==> src/rtl/tdm_demux1x4_pkg.sv <==
// Shared types and constants for the 1:4 TDM demultiplexer.
package tdm_demux1x4_pkg;

  localparam int unsigned NUM_SLOTS = 4;
  localparam int unsigned SLOT_W    = $clog2(NUM_SLOTS);

  typedef enum logic {
    HUNT   = 1'b0,
    LOCKED = 1'b1
  } state_e;

endpackage

==> src/rtl/tdm_demux1x4_slot_counter.sv <==
// Slot counter (modulo NUM_SLOTS) with clear, load-to-1 and increment; clear wins over load, load over increment.
module tdm_slot_counter
  import tdm_demux1x4_pkg::*;
(
  input  logic              clk,
  input  logic              rst_n,
  input  logic              clr,
  input  logic              load1,
  input  logic              en,
  output logic [SLOT_W-1:0] slot
);

  logic [SLOT_W-1:0] slot_q;
  logic [SLOT_W-1:0] slot_d;

  always_comb begin
    slot_d = slot_q;
    if (clr) begin
      slot_d = '0;
    end else if (load1) begin
      slot_d = SLOT_W'(1);
    end else if (en) begin
      slot_d = SLOT_W'(slot_q + SLOT_W'(1));
    end
  end

  always_ff @(posedge clk or negedge rst_n) begin
    if (!rst_n) begin
      slot_q <= '0;
    end else begin
      slot_q <= slot_d;
    end
  end

  assign slot = slot_q;

endmodule

==> src/rtl/tdm_demux1x4.sv <==
// Rebuilds four parallel channels from a slot-ordered TDM stream aligned by a frame-sync marker.
module tdm_demux1x4
  import tdm_demux1x4_pkg::*;
#(
  parameter int unsigned WIDTH        = 1,
  parameter bit          REQUIRE_SYNC = 1'b1
) (
  input  logic             clk,
  input  logic             rst_n,
  input  logic [WIDTH-1:0] din,
  input  logic             din_valid,
  input  logic             sync,
  output logic [WIDTH-1:0] y0,
  output logic [WIDTH-1:0] y1,
  output logic [WIDTH-1:0] y2,
  output logic [WIDTH-1:0] y3,
  output logic             frame_valid,
  output logic             S1,
  output logic             S0,
  output logic             locked,
  output logic             sync_err
);

  state_e            state_q, state_d;
  logic [WIDTH-1:0]  sh0_q, sh0_d, sh1_q, sh1_d, sh2_q, sh2_d;
  logic [WIDTH-1:0]  y0_q, y0_d, y1_q, y1_d, y2_q, y2_d, y3_q, y3_d;
  logic              frame_valid_q, frame_valid_d;
  logic              sync_err_q, sync_err_d;
  logic              locked_q;
  logic              cnt_clr, cnt_load1, cnt_en;
  logic [SLOT_W-1:0] slot;

  tdm_slot_counter u_slot_counter (
    .clk   (clk),
    .rst_n (rst_n),
    .clr   (cnt_clr),
    .load1 (cnt_load1),
    .en    (cnt_en),
    .slot  (slot)
  );

  // Next-state, capture and counter control; `slot` is the slot expected for this beat.
  always_comb begin
    state_d       = state_q;
    sh0_d         = sh0_q;
    sh1_d         = sh1_q;
    sh2_d         = sh2_q;
    y0_d          = y0_q;
    y1_d          = y1_q;
    y2_d          = y2_q;
    y3_d          = y3_q;
    frame_valid_d = 1'b0;
    sync_err_d    = 1'b0;
    cnt_clr       = 1'b0;
    cnt_load1     = 1'b0;
    cnt_en        = 1'b0;

    if (din_valid) begin
      unique case (state_q)
        HUNT: begin
          if (sync) begin
            sh0_d     = din;
            cnt_load1 = 1'b1;
            state_d   = LOCKED;
          end
        end
        LOCKED: begin
          if (slot == '0) begin
            if (sync || !REQUIRE_SYNC) begin
              sh0_d     = din;
              cnt_load1 = 1'b1;
            end else begin
              sync_err_d = 1'b1;
              cnt_clr    = 1'b1;
              state_d    = HUNT;
            end
          end else if (sync) begin
            // Early sync restarts the frame here; the partial frame is dropped.
            sync_err_d = 1'b1;
            sh0_d      = din;
            cnt_load1  = 1'b1;
          end else begin
            cnt_en = 1'b1;
            unique case (slot)
              SLOT_W'(1): sh1_d = din;
              SLOT_W'(2): sh2_d = din;
              default: begin
                y0_d          = sh0_q;
                y1_d          = sh1_q;
                y2_d          = sh2_q;
                y3_d          = din;
                frame_valid_d = 1'b1;
              end
            endcase
          end
        end
        default: state_d = HUNT;
      endcase
    end
  end

  always_ff @(posedge clk or negedge rst_n) begin
    if (!rst_n) begin
      state_q       <= HUNT;
      sh0_q         <= '0;
      sh1_q         <= '0;
      sh2_q         <= '0;
      y0_q          <= '0;
      y1_q          <= '0;
      y2_q          <= '0;
      y3_q          <= '0;
      frame_valid_q <= 1'b0;
      sync_err_q    <= 1'b0;
      locked_q      <= 1'b0;
    end else begin
      state_q       <= state_d;
      sh0_q         <= sh0_d;
      sh1_q         <= sh1_d;
      sh2_q         <= sh2_d;
      y0_q          <= y0_d;
      y1_q          <= y1_d;
      y2_q          <= y2_d;
      y3_q          <= y3_d;
      frame_valid_q <= frame_valid_d;
      sync_err_q    <= sync_err_d;
      locked_q      <= (state_d == LOCKED);
    end
  end

  assign y0          = y0_q;
  assign y1          = y1_q;
  assign y2          = y2_q;
  assign y3          = y3_q;
  assign frame_valid = frame_valid_q;
  assign sync_err    = sync_err_q;
  assign locked      = locked_q;
  assign S1          = slot[1];
  assign S0          = slot[0];

endmodule
==> config.mk <==
export PLATFORM = sky130hd
export DESIGN_NAME = tdm_demux1x4
export DESIGN_NICKNAME = d
export VERILOG_FILES = /design/src/rtl/tdm_demux1x4_pkg.sv /design/src/rtl/tdm_demux1x4_slot_counter.sv /design/src/rtl/tdm_demux1x4.sv
export SDC_FILE = /design/constraint.sdc
export NUM_CORES = 1
export LEC_CHECK = 0
export BUFFER_PORTS_ARGS = -buffer_cell sky130_fd_sc_hd__buf_2
export CAP_MARGIN = 10
export CORE_AREA = 2 2 39 41
export CTS_BUF_LIST = sky130_fd_sc_hd__clkbuf_16
export DETAILED_ROUTE_END_ITERATION = 16
export DIE_AREA = 0 0 41 43
export PLACE_DENSITY = 0.72
export SLEW_MARGIN = 20
export SYNTH_ARGS = -nofsm -noshare
export SYNTH_HDL_FRONTEND = slang
export SYNTH_SLANG_ARGS = --single-unit
==> constraint.sdc <==
create_clock -name clk -period 2.4 [get_ports clk]
set_input_delay 0.36 -clock clk [delete_from_list [all_inputs] [get_ports clk]]
set_output_delay 0.36 -clock clk [all_outputs]
set_load 0.02 [all_outputs]
==> results of run 1 <==
-- stage by stage --
step | util [%] | setup slack, ps
after floorplan | - | 758.3
after global placement | 50.99 | 773.3
after detailed placement | 50.99 | 749.3
after CTS | 56.42 | 742.2
after global routing | 56.42 | 651.3
final | 56.42 | 739.7
-- power groups by stage --
stage / logic [W] / clock network (W) / registers (W)
global route: 0.000451 / 0.000320 / 0.000375
detailed placement: 0.000416 / 0 / 0.000361
finish: 0.000413 / 0.000295 / 0.000357
global placement: 0.000414 / 0 / 0.000354
floorplan: 0.000261 / 0 / 0.000413
CTS: 0.000418 / 0.000300 / 0.000358
-- registers in the layout, summed over array words and instances (netlist names) --
register and count:
u_slot_counter.slot 2, frame_valid 1, locked 1, sh0_q 1, sh1_q 1, sh2_q 1, sync_err 1, y0 1
y1 1, y2 1, y3 1
-- routing by layer --
metal / wire length, um / vias up
met5: 0 / -
met4: 45 / 0
met3: 68 / 4
met2: 471 / 22
met1: 486 / 194
li1: - / 203
-- worst max-delay path by stage --
stage	from	end	slack (ps)	cells past startpoint
after floorplan	u_slot_counter.slot[1]	u_slot_counter.slot[0]	760	7
after global placement	u_slot_counter.slot[0]	sh2_q	770	6
after detailed placement	u_slot_counter.slot[0]	sh2_q	750	6
after CTS	u_slot_counter.slot[0]	sh2_q	740	6
after global routing	u_slot_counter.slot[0]	sh2_q	650	6
final	u_slot_counter.slot[0]	sh2_q	740	6
-- Yosys cell counts, types with 2 or more instances --
cell type                 instances
sky130_fd_sc_hd__inv_1            4
sky130_fd_sc_hd__buf_6            2
sky130_fd_sc_hd__mux2_4           5
sky130_fd_sc_hd__nand4_1          2
sky130_fd_sc_hd__nand2_1          7
sky130_fd_sc_hd__mux2_2           3
sky130_fd_sc_hd__dfrtp_1         12
sky130_fd_sc_hd__ha_1             6
sky130_fd_sc_hd__a21oi_1          2
-- area by class of cell --
class                   instances  area [um^2]  share of cell area, %
multi-input cells              32        305.3                  39.10
repair buffers                 13        65.06                  8.333
clock buffers                   3        75.07                  9.615
flip-flops and latches         12        300.3                  38.46
inverters                       4        15.01                  1.923
well taps                      16        20.02                  2.564
-- worst reg2reg max path, cell delays in order (launching register included) --
cell and delay [ps]:
sky130_fd_sc_hd__dfrtp_1 410, sky130_fd_sc_hd__inv_1 170, sky130_fd_sc_hd__ha_1 190, sky130_fd_sc_hd__inv_1 40
sky130_fd_sc_hd__ha_1 250, sky130_fd_sc_hd__nand4_1 140, sky130_fd_sc_hd__mux2_2 340
-- logic make-up (layout without fill, tap and decap cells) --
kind of cell | Yosys count | count (layout) | synth area share, %
fa+ha+maj | 6 | 6 | 11.67
buf+inv | 6 | 20 | 5.836
mux | 8 | 8 | 16.93
compound gates | 5 | 5 | 5.837
flops | 12 | 12 | 46.69
simple gates | 13 | 13 | 13.04
==> out/qor.txt, run 1 <==
Outcome: complete, but fails checks
Failing checks: hold timing
Proportion of power drawn by the clock network: 27.7%
Data arrival time of the critical path: 1780 ps
Rows: 14
Flop2flop setup slack: 740 ps
Worst R2R End: sh2_q
Proportion of layout cells with a drive suffix above 1: 43.75%
Drt pass-1 iters: 4
Leftover overflow at the end of global routing: 0
Global routing met2 resource utilization: 21.56%
Number of clock sinks: 12
Part of the power in registers: 33.5%
Cell Area, Synth: 643.1 um^2
Maximum buffer depth of the clock tree: 2
Die H: 43 um
Initial antenna violation count: 0
Worst Path Max Fanout: 6
Fin Setup TNS: 0 ps
Vias per cell: 5.288
Worst min-delay path class: input pin to async pin
Post-placement cell count: 77
Routed Wire Length: 1.072 mm
Clock transition time at the flip-flop clock pins of the worst setup and hold paths: 40 ps
Slowest stage cell, crit path: sky130_fd_sc_hd__dfrtp_1
Final critical-path required period: 1660 ps
Maximum number of pins on one net before global-route repair: 13
Number of global-route vias before repair: 411
Die footprint: 0.001763 mm^2
Commonest cells after routing, fill and taps aside: sky130_fd_sc_hd__buf_2, sky130_fd_sc_hd__dfrtp_1, sky130_fd_sc_hd__nand2_1
Register bit count reported by yosys: 12
Synth Net Count: 61
Synth-to-Final Area Change: 21.40%
Via count: 423
Met3 layer usage reported by global route: 3.141%
Placer congestion estimate: 0.7795
Total of fill cells in the finished design: 111
Met1 Usage GRT: 21.78%
CTS Buf Count: 3
Worst-margin pin slew: 380.9 ps
Maximum vdd drop: 0.0006902 V
Highest clock rate: 602.3 MHz
Global-route wire length before repair: 1.856 mm
Number of buffers inserted to repair setup after CTS: 0
Unique masters post-synth: 16
DRC violations left: 0
Reported max-cap violation count: 0
Count of pins over their slew limit: 0
Unrepaired setup endpoints after global routing: no
Area of the core: 0.001384 mm^2
Final setup violation count: 0
Worst setup path class: register to register
Initial cell density of the core: 46.47%
Placement Cell Area: 705.7 um^2
Switching fraction of total power: 35.30%
Number of flops mapped to enable cells by yosys: 0
NumNets Final: 77
Biggest area consumer among synthesized cells: sky130_fd_sc_hd__dfrtp_1
Worst Clk Skew: 4.464 ps
PD cells: 1364 mW/mm^2
Pint: 0.0006892 W
Iteration-0 DRC Markers: 8
Yosys warning count: 0
DP Wirelength: 825.2 um
Crit path launch type: register
Number of diodes added for antenna fixing: 0
Cell types with the largest area share after synthesis: sky130_fd_sc_hd__dfrtp_1, sky130_fd_sc_hd__ha_1, sky130_fd_sc_hd__mux2_4
Clock tree from TritonCTS: built
Depth of the worst register-to-register path: 6
Library cell used as clock root buffer: sky130_fd_sc_hd__clkbuf_16
Portion of total power attributed to combinational logic: 38.8%
WHS: -10.87 ps
Fin. Hold Viols: 12
H-Tree Level Count: 1
Max incr delay on CP: 410 ps
Portion of the clock cycle consumed by the worst path in the final layout: 69.18%
Critical Path, Cell by Cell: inv_1 > ha_1 > inv_1 > ha_1 > nand4_1 > mux2_2
Wire per inst: 13.40 um
Crit. End Element: register
Detail Route Antenna Nets: 0
Post-route design area: 780.7 um^2
Sequential element share of the synthesized area: 46.69%
Cells after synthesis: 50
Die span in x: 41 um
Number of port buffers: 13
Largest delay share family, worst path: adder cells
Count of buffering cells on the critical path with inverters included: 2
Required arrival time at the worst endpoint: 2520 ps
Post-synthesis async set-or-reset flop share: 100.0%
Fin cells: 80
Top FF cell, synth: sky130_fd_sc_hd__dfrtp_1
Clk_lat worst skew: 240 ps
Leakage component of the power: 0.4053 nW
All-Layer GR Usage: 16.70%
Count of instances resized after the clock tree is built: 0
Avg Synthesized Cell Area: 12.86 um^2
Boundary Pins: 14
Power after layout: 0.001065 W
Launch point of the worst reg-to-reg path: u_slot_counter.slot[0]
Share of the synthesized area in the top cell type: 46.69%
Most frequent standard cell in the layout excluding fill and tap cells: sky130_fd_sc_hd__buf_2
Hold bufs inserted after CTS: 0
Max_slew headroom: 74.61%
Busiest metal layer after global routing: met1
Net switching component of the power: 0.0003760 W
No activity file was read; power rests on OpenSTA's default activity.
==> inputs of run 2 (changes only) <==
Settings changed: CORE_AREA 2 2 39 41 to default, CORE_UTILIZATION from default to 45, DIE_AREA 0 0 41 43 to default, PLACE_DENSITY 0.72 to 0.71.
Clock period 2.4 ns to 1.3 ns, I/O delays scaled along.
==> out/qor.txt, run 2 (same netlist as run 1, synthesis figures left out) <==
Outcome: complete, but fails checks
Failing checks: setup timing
Worst-margin pin slew: 280.6 ps (-100.3 ps)
Part of the power in registers: 28.3% (-5.2 points)
Switching fraction of total power: 34.90% (-0.40 points)
Largest delay share family, worst path: flip-flops
Detail Route Antenna Nets: 0 (unchanged)
Placer congestion estimate: 0.8218 (+5.4%)
Pint: 0.001481 W (+110%)
Iteration-0 DRC Markers: 9 (+1)
Clock tree from TritonCTS: built
Proportion of power drawn by the clock network: 24.6% (-3.1 points)
NumNets Final: 86 (+12%)
Total of fill cells in the finished design: 90 (-19%)
Worst setup path class: register to register
Largest register FFs: 2 (unchanged)
Most frequent cell on the critical path: sky130_fd_sc_hd__ha_4
Maximum vdd drop: 0.001385 V (+100%)
Highest clock rate: 746.1 MHz (+24%)
Data arrival time of the critical path: 1500 ps (-280 ps)
Number of clock sinks: 12 (unchanged)
DP Wirelength: 881 um (+6.8%)
Number of diodes added for antenna fixing: 0 (unchanged)
Initial cell density of the core: 48.81% (+2.3 points)
CTS Buf Count: 3 (unchanged)
Power after layout: 0.002275 W (+110%)
All-Layer GR Usage: 17.49% (+0.79 points)
Maximum buffer depth of the clock tree: 2 (unchanged)
Die footprint: 0.001584 mm^2 (-10%)
Max_slew headroom: 81.12% (+6.5 points)
Initial antenna violation count: 0 (unchanged)
Number of buffers inserted to repair setup after CTS: 0 (unchanged)
Maximum number of pins on one net before global-route repair: 13 (unchanged)
Area occupied by multi-input gates: 350.3 um^2 (+15%)
Unrepaired setup endpoints after global routing: yes
Portion of the clock cycle consumed by the worst path in the final layout: 103.1% (+34 points)
Core occupancy in the finished layout: 68.66% (+12 points)
Vias per cell: 4.966 (-6.1%)
Final setup violation count: 3 (+3)
WHS: 184.5 ps (+195.3 ps)
Critical Path, Cell by Cell: inv_4 > ha_4 > inv_2 > ha_4 > nand3_2 > mux2_4 > o211ai_2
Fin Setup TNS: -100.7 ps (-100.7 ps)
Net switching component of the power: 0.0007940 W (+110%)
Proportion of layout cells with a drive suffix above 1: 60.81% (+17 points)
Most frequent standard cell in the layout excluding fill and tap cells: sky130_fd_sc_hd__buf_2
Clk_lat worst skew: 240 ps (about the same)
Wire per inst: 13.21 um (-1.4%)
Leakage component of the power: 0.4547 nW (+12%)
Leftover overflow at the end of global routing: 0 (unchanged)
Slowest stage cell, crit path: sky130_fd_sc_hd__dfrtp_2
Library cell used as clock root buffer: sky130_fd_sc_hd__clkbuf_16
Rows: 13 (-1)
Synth-to-Final Area Change: 40.66%
Worst Clk Skew: 0.4741 ps (-3.989 ps)
Routed Wire Length: 1.176 mm (+9.7%)
Final critical-path required period: 1340 ps (-320.1 ps)
H-Tree Level Count: 1 (unchanged)
Worst path setup slack after routing: -40.25 ps (-779.9 ps)
Worst min-delay path class: input pin to register
Clock transition time at the flip-flop clock pins of the worst setup and hold paths: 40 ps (about the same)
Required arrival time at the worst endpoint: 1460 ps (-1060 ps)
Via count: 442 (+4.5%)
Footprint of the flip-flops and latches: 304.0 um^2 (+1.3%)
Global-route wire length before repair: 1.725 mm (-7.1%)
PD cells: 2515 mW/mm^2 (+84%)
Commonest cells after routing, fill and taps aside: sky130_fd_sc_hd__buf_2, sky130_fd_sc_hd__dfrtp_1, sky130_fd_sc_hd__buf_4
Crit path launch type: register
Die H: 39.81 um (-7.4%)
Reported max-cap violation count: 0 (unchanged)
Worst Path Max Fanout: 6 (unchanged)
Count of buffering cells on the critical path with inverters included: 2 (unchanged)
Area of the core: 0.001318 mm^2 (-4.8%)
Drt pass-1 iters: 4 (unchanged)
Die span in x: 39.81 um (-2.9%)
Boundary Pins: 14 (unchanged)
DRC violations left: 0 (unchanged)
Crit. End Element: register
Count of pins over their slew limit: 0 (unchanged)
Number of global-route vias before repair: 396 (-3.6%)
Max incr delay on CP: 370 ps (-40 ps)
Portion of total power attributed to combinational logic: 47.1% (+8.3 points)
Fin. Hold Viols: 0 (-12)
Number of port buffers: 13 (unchanged)
-- run 2: worst paths after layout --
path / start / end / slack, ps / cells past startpoint
setup / recovery: u_slot_counter.slot[0] / u_slot_counter.slot[0] / -40 / 7
hold / removal: sync / frame_valid / 180 / 2
setup reg to reg: u_slot_counter.slot[0] / u_slot_counter.slot[0] / -40 / 7
hold reg to reg: y2 / y2 / 500 / 1
max in group asynchronous: rst_n / locked / 690 / 2
min in group asynchronous: rst_n / frame_valid / 370 / 2
-- run 2: final cells by class --
class,instances,share of cell area (%)
multi-input cells,32,38.73
well taps,15,2.075
clock buffers,3,8.299
inverters,4,1.936
repair buffers,22,14.94
clock inverters,1,0.4149
flip-flops and latches,12,33.61
-- run 2: stage by stage --
stage | area [um^2] | instances | setup WS, ps
global placement | 802.0 | 84 | -17.75
detailed placement | 802.0 | 84 | -31.26
finish | 904.6 | 89 | -40.25
CTS | 893.4 | 89 | -48.40
floorplan | 680.7 | 50 | -95.30
global route | 904.6 | 89 | -94.57
-- run 2: repair_timing --
item,4_1_cts,5_1_grt
endpoints found under the setup margin,8,10
hold endpoints to repair,12,0
gates resized for setup,1,2
hold buffers,1,0
pin swaps,0,1
-- run 2: routing by layer --
layer / up-vias / track usage, % / routed length (um)
met5: - / 0 / 0
met4: 0 / 12.93 / 19
met3: 2 / 3.409 / 42
met2: 11 / 26.64 / 518
met1: 206 / 21.38 / 596
li1: 223 / - / -
-- run 2: worst register-to-register path: stages, from the launching register on --
cell and delay (ps):
sky130_fd_sc_hd__dfrtp_2 370, sky130_fd_sc_hd__inv_4 50, sky130_fd_sc_hd__ha_4 150, sky130_fd_sc_hd__inv_2 60, sky130_fd_sc_hd__ha_4 150, sky130_fd_sc_hd__nand3_2 70, sky130_fd_sc_hd__mux2_4 270, sky130_fd_sc_hd__o211ai_2 130
-- run 2: power by group through the flow --
stage | Combinational [W] | Sequential, W | Clock [W]
2_1_floorplan | 0.000547 | 0.000780 | 0
3_3_place_gp | 0.00103 | 0.000639 | 0
3_5_place_dp | 0.00103 | 0.000647 | 0
4_1_cts | 0.00105 | 0.000640 | 0.000573
5_1_grt | 0.00116 | 0.000662 | 0.000604
6_report | 0.00107 | 0.000644 | 0.000559
==> inputs of run 3 (changes only) <==
Settings changed: CELL_PAD_IN_SITES_DETAIL_PLACEMENT from default to 1, CELL_PAD_IN_SITES_GLOBAL_PLACEMENT from default to 1, CORE_UTILIZATION 45 to 36, PLACE_DENSITY 0.71 to 0.75.
==> out/qor.txt, run 3 (same netlist as run 1, synthesis figures left out) <==
Maximum buffer depth of the clock tree: 2 (unchanged)
Clock tree from TritonCTS: built
Setup WS pre-CTS: -38.64 ps (-7.383 ps)
Vias per cell: 4.765 (-4.0%)
Detail Route Antenna Nets: 0 (unchanged)
Routed Wire Length: 1.431 mm (+22%)
DP Wirelength: 1.043 mm (+18%)
Count of pins over their slew limit: 0 (unchanged)
Most frequent standard cell in the layout excluding fill and tap cells: sky130_fd_sc_hd__buf_2
Clock transition time at the flip-flop clock pins of the worst setup and hold paths: 40 ps (about the same)
CTS Buf Count: 3 (unchanged)
Worst min-delay path class: input pin to register
Commonest cells after routing, fill and taps aside: sky130_fd_sc_hd__buf_2, sky130_fd_sc_hd__dfrtp_1, sky130_fd_sc_hd__buf_4
Highest clock rate: 725.4 MHz (-2.8%)
All-Layer GR Usage: 17.53% (+0.038 points)
Die H: 44.27 um (+11%)
Number of port buffers: 13 (unchanged)
Flop2flop setup slack: -80 ps (-40 ps)
Maximum number of pins on one net before global-route repair: 13 (unchanged)
Depth of the worst register-to-register path: 6 (-1)
Proportion of layout cells with a drive suffix above 1: 62.16% (+1.4 points)
Power after layout: 0.002316 W (+1.8%)
Boundary Pins: 14 (unchanged)
Max_slew headroom: 81.48% (+0.36 points)
Via count: 467 (+5.7%)
Reported max-cap violation count: 0 (unchanged)
Worst path setup slack after routing: -78.49 ps (-38.24 ps)
H-Tree Level Count: 1 (unchanged)
Largest register FFs: 2 (unchanged)
Library cell used as clock root buffer: sky130_fd_sc_hd__clkbuf_16
Final critical-path required period: 1378 ps (+38.24 ps)
Leftover overflow at the end of global routing: 0 (unchanged)
Core occupancy in the finished layout: 57.85% (-11 points)
Area occupied by multi-input gates: 356.6 um^2 (+1.8%)
Total of fill cells in the finished design: 170 (+89%)
Slowest stage cell, crit path: sky130_fd_sc_hd__dfrtp_2
Unrepaired setup endpoints after global routing: yes
Number of diodes added for antenna fixing: 0 (unchanged)
Portion of the clock cycle consumed by the worst path in the final layout: 106.0% (+2.9 points)
NumNets Final: 86 (unchanged)
Hold Path Origin: sync
Clk_lat worst skew: 240 ps (about the same)
Required arrival time at the worst endpoint: 1420 ps (-40 ps)
Rows: 14 (+1)
Placer congestion estimate: 0.8299 (+0.99%)
Hold Path Sink: frame_valid
Worst Clk Skew: 3.997 ps (+3.523 ps)
Final setup violation count: 4 (+1)
Die footprint: 0.001959 mm^2 (+24%)
Worst hold path depth: 2 (unchanged)
Crit. End Element: register
Worst-margin pin slew: 277.8 ps (-2.804 ps)
Global-route wire length before repair: 2.346 mm (+36%)
Fin Setup TNS: -195.5 ps (-94.82 ps)
Worst Path Max Fanout: 6 (unchanged)
Initial cell density of the core: 40.35% (-8.5 points)
Largest delay share family, worst path: flip-flops
Max incr delay on CP: 420 ps (+50 ps)
Count of buffering cells on the critical path with inverters included: 2 (unchanged)
Synth-to-Final Area Change: 43.39%
PD cells: 2512 mW/mm^2 (-0.12%)
Maximum vdd drop: 0.001349 V (-2.6%)
DRC violations left: 0 (unchanged)
Fin. Hold Viols: 0 (unchanged)
Wire per inst: 14.60 um (+11%)
Critical Path, Cell by Cell: inv_4 > ha_4 > inv_2 > ha_4 > nand4_1 > mux2_4
WHS: 176.8 ps (-7.626 ps)
Number of clock sinks: 12 (unchanged)
Worst R2R End: sh2_q
Failing checks: setup timing
Die span in x: 44.27 um (+11%)
Most frequent cell on the critical path: sky130_fd_sc_hd__ha_4
Data arrival time of the critical path: 1500 ps (about the same)
Number of global-route vias before repair: 511 (+29%)
Initial antenna violation count: 0 (unchanged)
Iteration-0 DRC Markers: 4 (-5)
Launch point of the worst reg-to-reg path: u_slot_counter.slot[0]
Crit path launch type: register
Leakage component of the power: 0.4560 nW (+0.30%)
Outcome: complete, but fails checks
Worst setup path class: register to register
Area of the core: 0.001594 mm^2 (+21%)
Footprint of the flip-flops and latches: 304.0 um^2 (unchanged)
Drt pass-1 iters: 4 (unchanged)
## run 3: metrics by stage
stage / cell area, um^2 / cells
finish: 922.1 / 98
global route: 922.1 / 98
CTS: 904.6 / 97
detailed placement: 798.3 / 91
global placement: 798.3 / 91
floorplan: 680.7 / 50
## run 3: report_power, final
part | switching [W] | internal [W]
registers | 0.000120 | 0.000532
clock network | 0.000152 | 0.000404
logic | 0.000554 | 0.000553
total | 0.000826 | 0.00149
## run 3: layout make-up
cell class | count | share of cell area (%)
Multi-Input combinational cell | 32 | 38.67
Sequential cell | 12 | 32.97
Timing Repair Buffer | 22 | 14.65
Clock buffer | 3 | 8.141
Tap cell | 24 | 3.256
Inverter | 4 | 1.900
Clock inverter | 1 | 0.4071
## run 3: repair_timing
item,CTS,global route
hold buffers,1,0
gates cloned,0,0
endpoints found under the hold margin,12,0
endpoints found under the setup margin,10,8
buffers inserted,1,1
pin swaps,1,2
resized for setup,3,1
## run 3: how the worst max path moves through the flow
stage | cells past startpoint | to | slack, ps | start
final | 6 | sh2_q | -80 | u_slot_counter.slot[0]
after global routing | 6 | sh2_q | -120 | u_slot_counter.slot[0]
after CTS | 6 | sh2_q | -80 | u_slot_counter.slot[1]
after detailed placement | 7 | u_slot_counter.slot[0] | -40 | u_slot_counter.slot[0]
after global placement | 6 | u_slot_counter.slot[1] | -20 | u_slot_counter.slot[0]
after floorplan | 6 | sh2_q | -100 | u_slot_counter.slot[0]
## run 3: metal layers
layer | up-vias | global-route usage [%] | part of all wire [%]
met5 | - | 0 | 0
met4 | 0 | 9.091 | 2.2
met3 | 2 | 2.449 | 1.8
met2 | 11 | 31.76 | 52
met1 | 233 | 19.74 | 44
li1 | 221 | - | -
